<file path="src/rtl/rv32im_ifu_pkg.sv">
// rtl/rv32im_ifu_pkg.sv - shared widths, IFU state encoding and fetch constants
package rv32im_ifu_pkg;

    parameter int unsigned API_ADDR_WIDTH = 32;
    parameter int unsigned API_DATA_WIDTH = 32;

    typedef enum logic [1:0] {
        IFU_S_REQ  = 2'd0,
        IFU_S_WAIT = 2'd1,
        IFU_S_HALT = 2'd2
    } ifu_state_e;

    parameter logic [31:0] RV_NOP  = 32'h0000_0013;
    parameter int unsigned PC_STEP = 4;

endpackage

</file>
<file path="src/rtl/rv32im_ifu_buf.sv">
// rtl/rv32im_ifu_buf.sv - one-entry valid/ready output register {instr, pc, fault} with flush
module rv32im_ifu_buf #(
    parameter int unsigned AW = 32,
    parameter int unsigned DW = 32
) (
    input  logic          clk_i,
    input  logic          rst_n_i,
    input  logic          load_i,
    input  logic [DW-1:0] load_instr_i,
    input  logic [AW-1:0] load_pc_i,
    input  logic          load_fault_i,
    input  logic          flush_i,
    input  logic          ready_i,
    output logic          valid_o,
    output logic [DW-1:0] instr_o,
    output logic [AW-1:0] pc_o,
    output logic          fault_o
);

    logic          valid_q, valid_d;
    logic [DW-1:0] instr_q;
    logic [AW-1:0] pc_q;
    logic          fault_q;

    // A load wins over flush so a redirect can deposit a fault entry on the same edge.
    always_comb begin
        valid_d = valid_q;
        if (load_i) begin
            valid_d = 1'b1;
        end else if (flush_i || (ready_i && valid_q)) begin
            valid_d = 1'b0;
        end
    end

    always_ff @(posedge clk_i) begin
        if (!rst_n_i) begin
            valid_q <= 1'b0;
            instr_q <= '0;
            pc_q    <= '0;
            fault_q <= 1'b0;
        end else begin
            valid_q <= valid_d;
            if (load_i) begin
                instr_q <= load_instr_i;
                pc_q    <= load_pc_i;
                fault_q <= load_fault_i;
            end
        end
    end

    assign valid_o = valid_q;
    assign instr_o = instr_q;
    assign pc_o    = pc_q;
    assign fault_o = fault_q;

endmodule

</file>
<file path="src/rtl/rv32im_ifu.sv">
// rtl/rv32im_ifu.sv - instruction fetch unit: PC, single-outstanding fetch FSM, redirect handling
module rv32im_ifu
    import rv32im_ifu_pkg::*;
#(
    parameter int unsigned          API_ADDR_WIDTH = rv32im_ifu_pkg::API_ADDR_WIDTH,
    parameter int unsigned          API_DATA_WIDTH = rv32im_ifu_pkg::API_DATA_WIDTH,
    parameter logic [API_ADDR_WIDTH-1:0] RESET_PC  = '0
) (
    input  logic                      clk_i,
    input  logic                      rst_n_i,
    output logic                      imem_req_valid_o,
    input  logic                      imem_req_ready_i,
    output logic [API_ADDR_WIDTH-1:0] imem_addr_o,
    input  logic                      imem_resp_valid_i,
    input  logic [API_DATA_WIDTH-1:0] imem_resp_data_i,
    input  logic                      imem_resp_err_i,
    input  logic                      redirect_valid_i,
    input  logic [API_ADDR_WIDTH-1:0] redirect_pc_i,
    output logic                      instr_valid_o,
    input  logic                      instr_ready_i,
    output logic [API_DATA_WIDTH-1:0] instr_o,
    output logic [API_ADDR_WIDTH-1:0] instr_pc_o,
    output logic                      instr_fault_o
);

    ifu_state_e                state_q, state_d;
    logic [API_ADDR_WIDTH-1:0] pc_q, pc_d;
    logic                      drop_q, drop_d;

    logic                      buf_load, buf_flush, buf_fault;
    logic [API_DATA_WIDTH-1:0] buf_instr;
    logic [API_ADDR_WIDTH-1:0] buf_pc;
    logic                      space;

    always_ff @(posedge clk_i) begin
        if (!rst_n_i) begin
            state_q <= IFU_S_REQ;
            pc_q    <= RESET_PC;
            drop_q  <= 1'b0;
        end else begin
            state_q <= state_d;
            pc_q    <= pc_d;
            drop_q  <= drop_d;
        end
    end

    always_comb begin
        state_d   = state_q;
        pc_d      = pc_q;
        drop_d    = drop_q;
        buf_load  = 1'b0;
        buf_flush = 1'b0;
        buf_instr = imem_resp_data_i;
        buf_pc    = pc_q;
        buf_fault = 1'b0;
        if (redirect_valid_i) begin
            pc_d      = redirect_pc_i;
            buf_flush = 1'b1;
            // An unanswered fetch stays outstanding; remember to swallow its response.
            if (state_q == IFU_S_WAIT && !imem_resp_valid_i) begin
                drop_d  = 1'b1;
                state_d = IFU_S_WAIT;
            end else begin
                if (imem_resp_valid_i) drop_d = 1'b0;
                state_d = IFU_S_REQ;
            end
            if (redirect_pc_i[1:0] != 2'b00) begin
                buf_load  = 1'b1;
                buf_instr = API_DATA_WIDTH'(RV_NOP);
                buf_pc    = redirect_pc_i;
                buf_fault = 1'b1;
                state_d   = IFU_S_HALT;
            end
        end else begin
            case (state_q)
                IFU_S_REQ: begin
                    if (imem_req_valid_o && imem_req_ready_i) state_d = IFU_S_WAIT;
                end
                IFU_S_WAIT: begin
                    if (imem_resp_valid_i) begin
                        state_d = IFU_S_REQ;
                        if (drop_q) begin
                            drop_d = 1'b0;
                        end else begin
                            buf_load  = 1'b1;
                            buf_fault = imem_resp_err_i;
                            if (imem_resp_err_i) begin
                                buf_instr = API_DATA_WIDTH'(RV_NOP);
                                state_d   = IFU_S_HALT;
                            end else begin
                                pc_d = pc_q + API_ADDR_WIDTH'(PC_STEP);
                            end
                        end
                    end
                end
                IFU_S_HALT: begin
                    if (imem_resp_valid_i) drop_d = 1'b0;
                end
                default: state_d = IFU_S_REQ;
            endcase
        end
    end

    always_comb begin
        space            = !instr_valid_o || instr_ready_i;
        imem_req_valid_o = rst_n_i && (state_q == IFU_S_REQ) && space && !redirect_valid_i;
        imem_addr_o      = pc_q;
    end

    rv32im_ifu_buf #(
        .AW(API_ADDR_WIDTH),
        .DW(API_DATA_WIDTH)
    ) u_buf (
        .clk_i        (clk_i),
        .rst_n_i      (rst_n_i),
        .load_i       (buf_load),
        .load_instr_i (buf_instr),
        .load_pc_i    (buf_pc),
        .load_fault_i (buf_fault),
        .flush_i      (buf_flush),
        .ready_i      (instr_ready_i),
        .valid_o      (instr_valid_o),
        .instr_o      (instr_o),
        .pc_o         (instr_pc_o),
        .fault_o      (instr_fault_o)
    );

endmodule

</file>
<file path="config.mk">
export PLATFORM = sky130hd
export DESIGN_NAME = rv32im_ifu
export DESIGN_NICKNAME = d
export VERILOG_FILES = /design/src/rtl/rv32im_ifu_pkg.sv /design/src/rtl/rv32im_ifu_buf.sv /design/src/rtl/rv32im_ifu.sv
export SDC_FILE = /design/constraint.sdc
export NUM_CORES = 1
export LEC_CHECK = 0
export ABC_AREA = 1
export CAP_MARGIN = 20
export CORE_MARGIN = 2
export CORE_UTILIZATION = 45
export CTS_CLUSTER_DIAMETER = 120
export DETAILED_ROUTE_END_ITERATION = 7
export PLACE_DENSITY = 0.85
export SYNTH_ARGS = -nofsm -noshare
export SYNTH_HDL_FRONTEND = slang
export SYNTH_SLANG_ARGS = --single-unit
export TNS_END_PERCENT = 10
</file>
<file path="constraint.sdc">
create_clock -name clk_i -period 1.7 [get_ports clk_i]
set_clock_uncertainty 0.05 [all_clocks]
set_input_delay 0.34 -clock clk_i [delete_from_list [all_inputs] [get_ports clk_i]]
set_output_delay 0.34 -clock clk_i [all_outputs]
set_load 0.02 [all_outputs]
</file>
==> results of run 1 <==
registers in the layout, summed over array words and instances (netlist names):
register	count
drop_q	1
u_buf.instr_o	32
state_q	2
imem_addr_o	32
u_buf.pc_o	32
u_buf.valid_o	1
u_buf.fault_o	1
final cells by class:
type,instances,area [um^2],share of cell area [%]
Clock buffer,10,127.6,1.767
Clock inverter,5,61.31,0.8488
Inverter,44,177.7,2.460
Multi-Input combinational cell,541,2633,36.45
Sequential cell,101,2036,28.18
Tap cell,140,175.2,2.425
Timing Repair Buffer,208,2013,27.87
synth_stat cells, types with 5 or more instances:
cell / instances
buf_2: 17
nand2_2: 8
clkbuf_1: 13
nor2_1: 65
buf_6: 7
nand3_1: 33
ha_1: 5
inv_1: 39
nor3_1: 5
o21ai_0: 45
a31oi_1: 39
nor2_4: 8
a22oi_1: 5
nand2_1: 247
a21oi_1: 49
dfxtp_1: 101
logic make-up (layout without fill, tap and decap cells):
family          count (synthesis)  count (layout)  share of synthesized area (%)
simple gates                  378             378                          32.02
compound gates                153             153                          17.50
flops                         101             101                          40.46
buf+inv                        84             267                          7.887
fa+ha+maj                       5               5                          1.252
xor+xnor                        5               5                         0.8765
metal layers:
layer	GRT usage, %	part of all wire [%]	vias to the layer above
li1	-	-	2730
met1	33.68	43	2502
met5	0	0	-
met3	4.386	7.5	23
met4	7.685	1.9	0
met2	40.92	47	222
what timing repair did:
| action | 4_1_cts | 5_1_grt |
|---|---|---|
| gates resized for setup | 98 | 43 |
| pin swaps | 0 | 4 |
| gates cloned | 0 | 2 |
| setup buffers | 0 | 2 |
| setup endpoints to repair | 147 | 103 |
per-stage QoR:
stage               setup WS, ns  utilization (%)
detailed placement       -0.5001            64.21
CTS                     -0.05708            65.00
floorplan                0.03985                -
global placement         -0.4611            64.21
global route            -0.04143            66.63
finish                   0.06045            66.63
worst register-to-register path: stages, from the launching register on:
cell and delay, ns:
dfxtp_2 0.35, ha_2 0.20, nand2_2 0.07, nor2_4 0.19
nand2_4 0.11, nor2_4 0.17, nand2_1 0.07, nand2_1 0.05
nand3_1 0.07, nand2_1 0.07, a21oi_1 0.06
power by group through the flow:
stage	clock (uW)	combinational [uW]	sequential, uW
final	1550	1280	2630
after global routing	1660	1390	2650
after CTS	1560	1210	2620
after detailed placement	0	1290	2680
after global placement	0	1270	2670
after floorplan	0	487	2840
worst min-delay path by stage:
stage / endpoint / slack (ns) / cells past startpoint
detailed placement: u_buf.instr_o[20] / 0.40 / 2
floorplan: drop_q / 0.39 / 2
global route: u_buf.valid_o / 0.38 / 5
finish: u_buf.valid_o / 0.39 / 5
CTS: u_buf.instr_o[20] / 0.41 / 2
global placement: drop_q / 0.40 / 2
==> metrics, run 1 <==
post-layout min period=1.640 ns; critical path startpoint=state_q[0]; # clock sinks=101; Hold Startpoint=rst_n_i; PortBufs=169; initial antenna violation count=0; critical path endpoint category=output pin; Max-cap violations=0; hpwl dp=10.67 mm; Critical R2R Capture=imem_addr_o[30]; Crit-path slowest cell=dfxtp_2; Pwr Density=755.9 nW/um^2; leakage power=0.003152 uW; H-tree depth=3; placed cell areas=6960 um^2; Worst Path Arrival=1.25 ns; Residual DRC=0; GRT Total Usage=25.02%; Comb power frac=23.4%; Core Box Area=10840 um^2; mapped cell area=4997 um^2; Switching Power=1692 uW; clk root buf=clkbuf_8; worst path bufs/invs=2; placed cell count=1030; crit-path max cell delay=0.35 ns; R2R setup slack=0.08 ns; CP Cell Sequence=inv_2, ha_4, nand2_1, nor2_1, buf_4; status=finished clean; CP required=1.31 ns; top cell type's share of synthesized area=40.46%; vias in the first global route=4926; Final Power=5460 uW; worst setup path class=reg2out; Clock power frac=28.5%; Rows=38; Clk Latency, worst-skew pair=0.37 ns; Routed WL=15.30 mm; Max Slew Vio Count=0; drt first pass iters=7; GPL Wtd Cong=0.9321; worst hold slack=0.3907 ns; Hold Path Class=in2reg; layout cells sized above 1=12.32%; Reg2Reg Depth=10; first-pass GRT wire length=23.94 mm; # nets final=981; Mapped Nets=802; Post-synth EDFFs=0; yosys synthesis warning count=0; syn_area_per_cell=6.883 um^2; CP top delay family=flip-flops; commonest non-fill, non-tap cell in the layout=nand2_1; DR WL/cell=14.58 um; setup_tns=0 ns; Final period util=96.44%; sequential fraction of the synthesis area=40.46%; die height=109.4 um; initial core utilization=46.10%; CP Depth=5; Crit Path Max Fanout=3; setup violators final=0; crit path capture=imem_req_valid_o; DRT iter0 DRCs=386; final hold violation count=0; Internal=3768 uW; Worst-Margin Slew=0.6683 ns; synthesis-to-layout area growth=44.54%; pin count of the biggest net entering global routing=58; CTS tree=done; Antenna Cells=0; CTS Buffer Depth=2; total grt overflow=0; dominant synthesized flop cell=dfxtp_1; cell area after layout=7223 um^2; # fillers=978; Synth area leader=dfxtp_1; Reg power frac=48.2%; CP Launch Type=flop; Synth area leaders=dfxtp_1 (40%), nand2_1 (19%), a21oi_1 (4.9%); total number of vias=5477; ys async rst share=0%; die area=11960 um^2; final cell count without fillers=1049; RSZ-0062 raised after global routing=true; TritonCTS buffer count=9; die width=109.4 um; number of top-level pins=170; Mapped Cells=726; post-route ant nets=0; Clock transition at path regs=0.09 ns; worst rel slew slack=55.44%; Yosys reg bits=101; fmax=609.9 MHz; Synth cell types=38; Net Sw Frac=30.99%; Hold Buf Count CTS=0; Worst R2R Start=imem_addr_o[2]; most frequent cells in the layout=nand2_1 (244), dfxtp_1 (90), dlygate4sd2_1 (89); Via density=5.221; Peak supply drop=0.0003761 V
Note: power is estimated with default switching activity, not from simulation.
==> inputs of run 2 (changes only) <==
GPL_ROUTABILITY_DRIVEN = 0   (was unset)
SLEW_MARGIN = 20   (was unset)
==> results of run 2 <==
No change in the layout: final DEF, timing and power equal those of run 1.
==> inputs of run 3 (changes only) <==
CAP_MARGIN = unset   (was 20)
==> results of run 3 <==
No change in the layout: final DEF, timing and power equal those of run 1.
==> edit 1: new RTL, config.mk and constraints of run 2 <==
Put a register stage on the output `instr_fault_o`, without a reset. The value now appears one clock later. The other outputs are not delayed to match.
--- a/src/rtl/rv32im_ifu.sv
+++ b/src/rtl/rv32im_ifu.sv
@@ -22,6 +22,8 @@
     output logic [API_ADDR_WIDTH-1:0] instr_pc_o,
     output logic                      instr_fault_o
 );
+
+    logic instr_fault_d;
 
     ifu_state_e                state_q, state_d;
     logic [API_ADDR_WIDTH-1:0] pc_q, pc_d;
@@ -122,8 +124,12 @@
         .valid_o      (instr_valid_o),
         .instr_o      (instr_o),
         .pc_o         (instr_pc_o),
-        .fault_o      (instr_fault_o)
+        .fault_o      (instr_fault_d)
     );
+
+    always_ff @(posedge clk_i) begin
+        instr_fault_o <= instr_fault_d;
+    end
 
 endmodule
 
Check against the original RTL: not equivalent (a bounded check fails within 4 cycles, from zero or initial values and one cycle with rst_n_i low).
==> edit 1 against run 2 <==
  * Routed wire length up 5.5%
  * Synthesized cell count up 0.14%
  * Area after synthesis up 0.40%
  * Power up 7.1%
  * Core utilization up 1.7 points
  * Sequential cell count up 1
  * Fmax down 2.9%
  * Critical endpoint is now imem_addr_o[13]$_SDFFE_PN0N_
  * Global-route usage up 0.069 points
  * Highest routed layer unchanged
  * Cell area up 2.5%
  * Largest cell class unchanged
  * Setup slack worse by 48 ps
==> edit 1: results (changes against run 2) <==
Placement:
- The post-placement setup slack is -482 ps (+17.6 ps).
- The half-perimeter wire length after placement is 10900 um (+1.9%).
- The instance count after placement with tap cells included is 1038 (+0.78%).
- The placement-stage cell area was 7030 um2 (+1.0%).

Worst setup path:
- The start of the worst register-to-register path is state_q[1]$_SDFFE_PN0P_.
- The cell class contributing the biggest share of worst-path delay is buffers and inverters.
- The maximum single-stage delay on the critical path is 510 ps (+160 ps).
- The data arrival time of the critical path is 1930 ps (+680 ps).
- In this run the critical register-to-register path is captured at imem_addr_o[13]$_SDFFE_PN0N_.
- The register-to-register setup slack is 20 ps (-60 ps).
- The largest fanout of any net on the critical path is 6 (+3).
- The category of the critical setup timing path is in -> reg.

Min path:
- The hold-critical path depth was 0 (-5).
- The path category of the worst min-delay check is reg -> reg.
- The path with the worst hold slack has its endpoint at instr_fault_o$_DFF_P_.

Final layout:
- The fill cell total of the finished layout is 917 (-6.2%).
- The final non-filler cell area is 7410 um2 (+2.5%).

Drt:
- The wire length after detailed routing came to 16100 um (+5.5%).
- The violation count after the first detailed-routing iteration is 418 (+8.3%).
- The number of detailed-route iterations in the first pass is 6 (-1).

Logic synthesis:
- The cell count after synthesis is 727 (+0.14%).
- The sequential share of the synthesized area is 40.7% (+0.24 points).
- In the synthesized netlist, the cells that appear most often are 247 x sky130_fd_sc_hd__nand2_1, 102 x sky130_fd_sc_hd__dfxtp_1, 65 x sky130_fd_sc_hd__nor2_1.
- After synthesis, the cell types taking the most area are sky130_fd_sc_hd__dfxtp_1 41%, sky130_fd_sc_hd__nand2_1 18%, sky130_fd_sc_hd__a21oi_1 4.9%, sky130_fd_sc_hd__a31oi_1 4.9%, sky130_fd_sc_hd__nor2_1 4.9%.

Pwr:
- The total leakage power came to 3.17 nW (+0.60%).
- The share of total power consumed by net switching is 29.1% (-1.9 points).

Status:
- The run finished with clean final reports.

Global route:
- The global routing usage summed across all routing layers is 25.1% (+0.069 points).
- The number of global-route vias before repair was 5023 (+2.0%).
-- edit 1: cell count changes after synthesis --
cell	before	now
sky130_fd_sc_hd__dfxtp_1	101	102
-- edit 1: cell type report --
cell class	count	area share, %
Sequential cell	102	27.8
Inverter	44	2.36
Clock inverter	5	1.44
Tap cell	140	2.36
Timing Repair inverter	1	0.0845
Timing Repair Buffer	219	28.2
Clock buffer	10	1.86
Multi-Input combinational cell	541	35.9
-- edit 1: cell families (layout without fill, tap and decap cells) --
kind of cell | count (synthesis) | count (layout) | synth area share (%)
XOR/XNOR | 5 | 5 | 0.873
buffers and inverters | 84 | 279 | 7.86
AND/OR/NAND/NOR | 378 | 378 | 31.9
adder cells (fa/ha/maj) | 5 | 5 | 1.25
flip-flops | 102 | 102 | 40.7
AO/OA/AOI/OAI | 153 | 153 | 17.4
-- edit 1: layer usage --
layer	vias to the layer above	global-route usage, %	wire [um]
met4	0	9.04	283
met5	-	0	0
met3	25	4.21	1300
met2	262	40.5	7780
met1	2588	33.8	6760
li1	2763	-	-
==> edit 2: new RTL, settings of run 2 <==
Without the edit above. Set the package constant `API_ADDR_WIDTH` to 48 (it was 32).
--- a/src/rtl/rv32im_ifu_pkg.sv
+++ b/src/rtl/rv32im_ifu_pkg.sv
@@ -1,7 +1,7 @@
 // rtl/rv32im_ifu_pkg.sv - shared widths, IFU state encoding and fetch constants
 package rv32im_ifu_pkg;
 
-    parameter int unsigned API_ADDR_WIDTH = 32;
+    parameter int unsigned API_ADDR_WIDTH = 48;
     parameter int unsigned API_DATA_WIDTH = 32;
 
     typedef enum logic [1:0] {
Ports: changed (resized imem_addr_o, instr_pc_o and redirect_pc_i); port bits go from 170 to 218. The function was not compared with the original's and may differ.
==> edit 2 against run 2 <==
  * The run now ends with negative setup slack left
  * Cell count increased by 48%
  * Cell area increased by 51%
  * Largest power group is now the clock network
  * Sequential power increased by 33%
  * Fmax decreased by 9.0%
  * Area after synthesis increased by 39%
  * First-iteration DRC count increased by 100%
  * Routed wire length increased by 73%
  * Setup slack got worse by 160 ps
  * Sequential cell count increased by 32
  * Power increased by 71%
==> edit 2: results (changes against run 2) <==
Final layout:
- The number of non-clock inverters in the layout is 66 (+50%).
- The sequential fraction of total cell area is 24.6% (-3.5 points).
- The clock network area share came to 5.71% (+3.1 points).
- The fraction of standard cell area in multi-input logic was 36.8% (+0.39 points).
- The net total in the final layout is 1445 (+47%).
- The non-clock buffer area fraction after layout is 28.3% (+0.41 points).
- The share of final-layout standard cells stronger than drive strength 1 came to 16.7% (+4.4 points).
- The antenna diode count is 0 (unchanged).
- The number of clock buffer instances in the layout is 18 (+8).
- The layout multi-input combinational cell count is 815 (+51%).
- The fill cell total of the finished layout is 1158 (+18%).
- The layout-stage area growth over the synthesis result is 56.3%.

STA:
- The number of endpoints failing setup at the final stage is 15 (+15).
- The worst slew margin relative to its limit came to 45.0% (-10 points).
- The setup TNS is -498 ps (-498 ps).
- The smallest setup slack after layout is -101 ps (-162 ps).

Clock network:
- The clock slew seen by the registers of the worst setup and hold paths came to 60 ps (-30 ps).
- The depth of the CTS H-tree is 4 (+1).
- The clock latency of the later-clocked register in the worst-skew pair was 430 ps (+60 ps).
- The number of buffers inserted during clock tree synthesis is 17 (+8).
- The number of buffers inserted to repair setup after CTS was 0 (unchanged).

Placement:
- The post-placement setup slack is -372 ps (+128 ps).
- The placement-stage cell area is 9900 um2 (+42%).
- The number of input and output port buffers inserted is 217 (+28%).
- The half-perimeter wire length after placement is 16900 um (+58%).

Status:
- The checks that failed: negative setup slack.
- The flow ran to the end, but the final reports show violations.

Pwr:
- The sequential share of power is 37.4% (-11 points).
- The total leakage power is 4.63 nW (+47%).
- The power drawn by the sequential cells is 3.49 mW (+33%).
- The logic gate share of total power is 20.6% (-2.8 points).
- The net load switching power is 2.67 mW (+58%).
- The worst IR drop on VDD is 0.636 mV (+69%).

Worst setup path:
- The data arrival time of the critical path is 2020 ps (+770 ps).
- The largest fanout of any net on the critical path is 4 (+1).
- Among cell families on the critical path, the largest total delay comes from simple AND/OR/NAND/NOR gates.

Drt:
- The amount of wire on met3 after detailed routing was 2860 um (+150%).
- The total length of routed met2 wires came to 12600 um (+74%).
- The violation count after the first detailed-routing iteration is 778 (+100%).
- The via-per-instance ratio was 5.61 (+7.5%).
- The post-detailed-route wirelength per cell is 17.0 um (+17%).
- The met1 routed wirelength after detailed routing is 9940 um (+50%).

Global route:
- The global routing usage on met2 is 49.8% (+8.9 points).
- The number of global-route vias before repair is 8039 (+63%).
- The global-route wire length before repair came to 37700 um (+58%).
- The global routing usage summed across all routing layers is 28.5% (+3.5 points).
- The met3 track demand over resource in global routing was 9.36% (+5.0 points).

Logic synthesis:
- The number of distinct library cell variants in the gate-level netlist after synthesis is 35 (-7.9%).
- The share of synthesized registers carrying an async set or reset is 0% (unchanged).
- Yosys attributes the largest share of cell area to sky130_fd_sc_hd__dfxtp_1 38%, sky130_fd_sc_hd__nand2_1 20%, sky130_fd_sc_hd__o21ai_0 6.0%, sky130_fd_sc_hd__a21oi_1 5.8%, sky130_fd_sc_hd__nor2_1 5.4%.
- The area of the mapped netlist came to 6960 um2 (+39%).
- The sequential share of the synthesized area came to 38.2% (-2.2 points).

Min path:
- The hold-critical path depth is 4 (-1).
==> edit 2: changes by cell type in the layout (fill, tap and decap cells not counted), sizes merged, moves of 14 or more <==
cell / change
o21ai: +38
clkdlybuf4s50: +15
nand4: +14
buf: +63
dlygate4sd2: +27
nand2: +127
inv: +20
dfxtp: +32
nor2: +38
a21oi: +29
==> edit 2: worst paths after layout <==
kind / from / endpoint / slack [ps]
min reg2reg: u_buf.instr_o[30]$_SDFFE_PN0P_ / u_buf.instr_o[30]$_SDFFE_PN0P_ / 410
max reg2reg: imem_addr_o[2]$_SDFFE_PN0N_ / imem_addr_o[20]$_SDFFE_PN0N_ / -100
min: redirect_valid_i / u_buf.valid_o$_SDFFE_PN0P_ / 240
max: imem_addr_o[2]$_SDFFE_PN0N_ / imem_addr_o[20]$_SDFFE_PN0N_ / -100
==> edit 2: cell families after synthesis <==
group	synth area share, %
xor gates and xnor gates	1.63
buffers and inverters	7.19
and+or+nand+nor	33.8
AOI/OAI and AO/OA	18.3
DFF	38.2
adders and majority gates	0.898
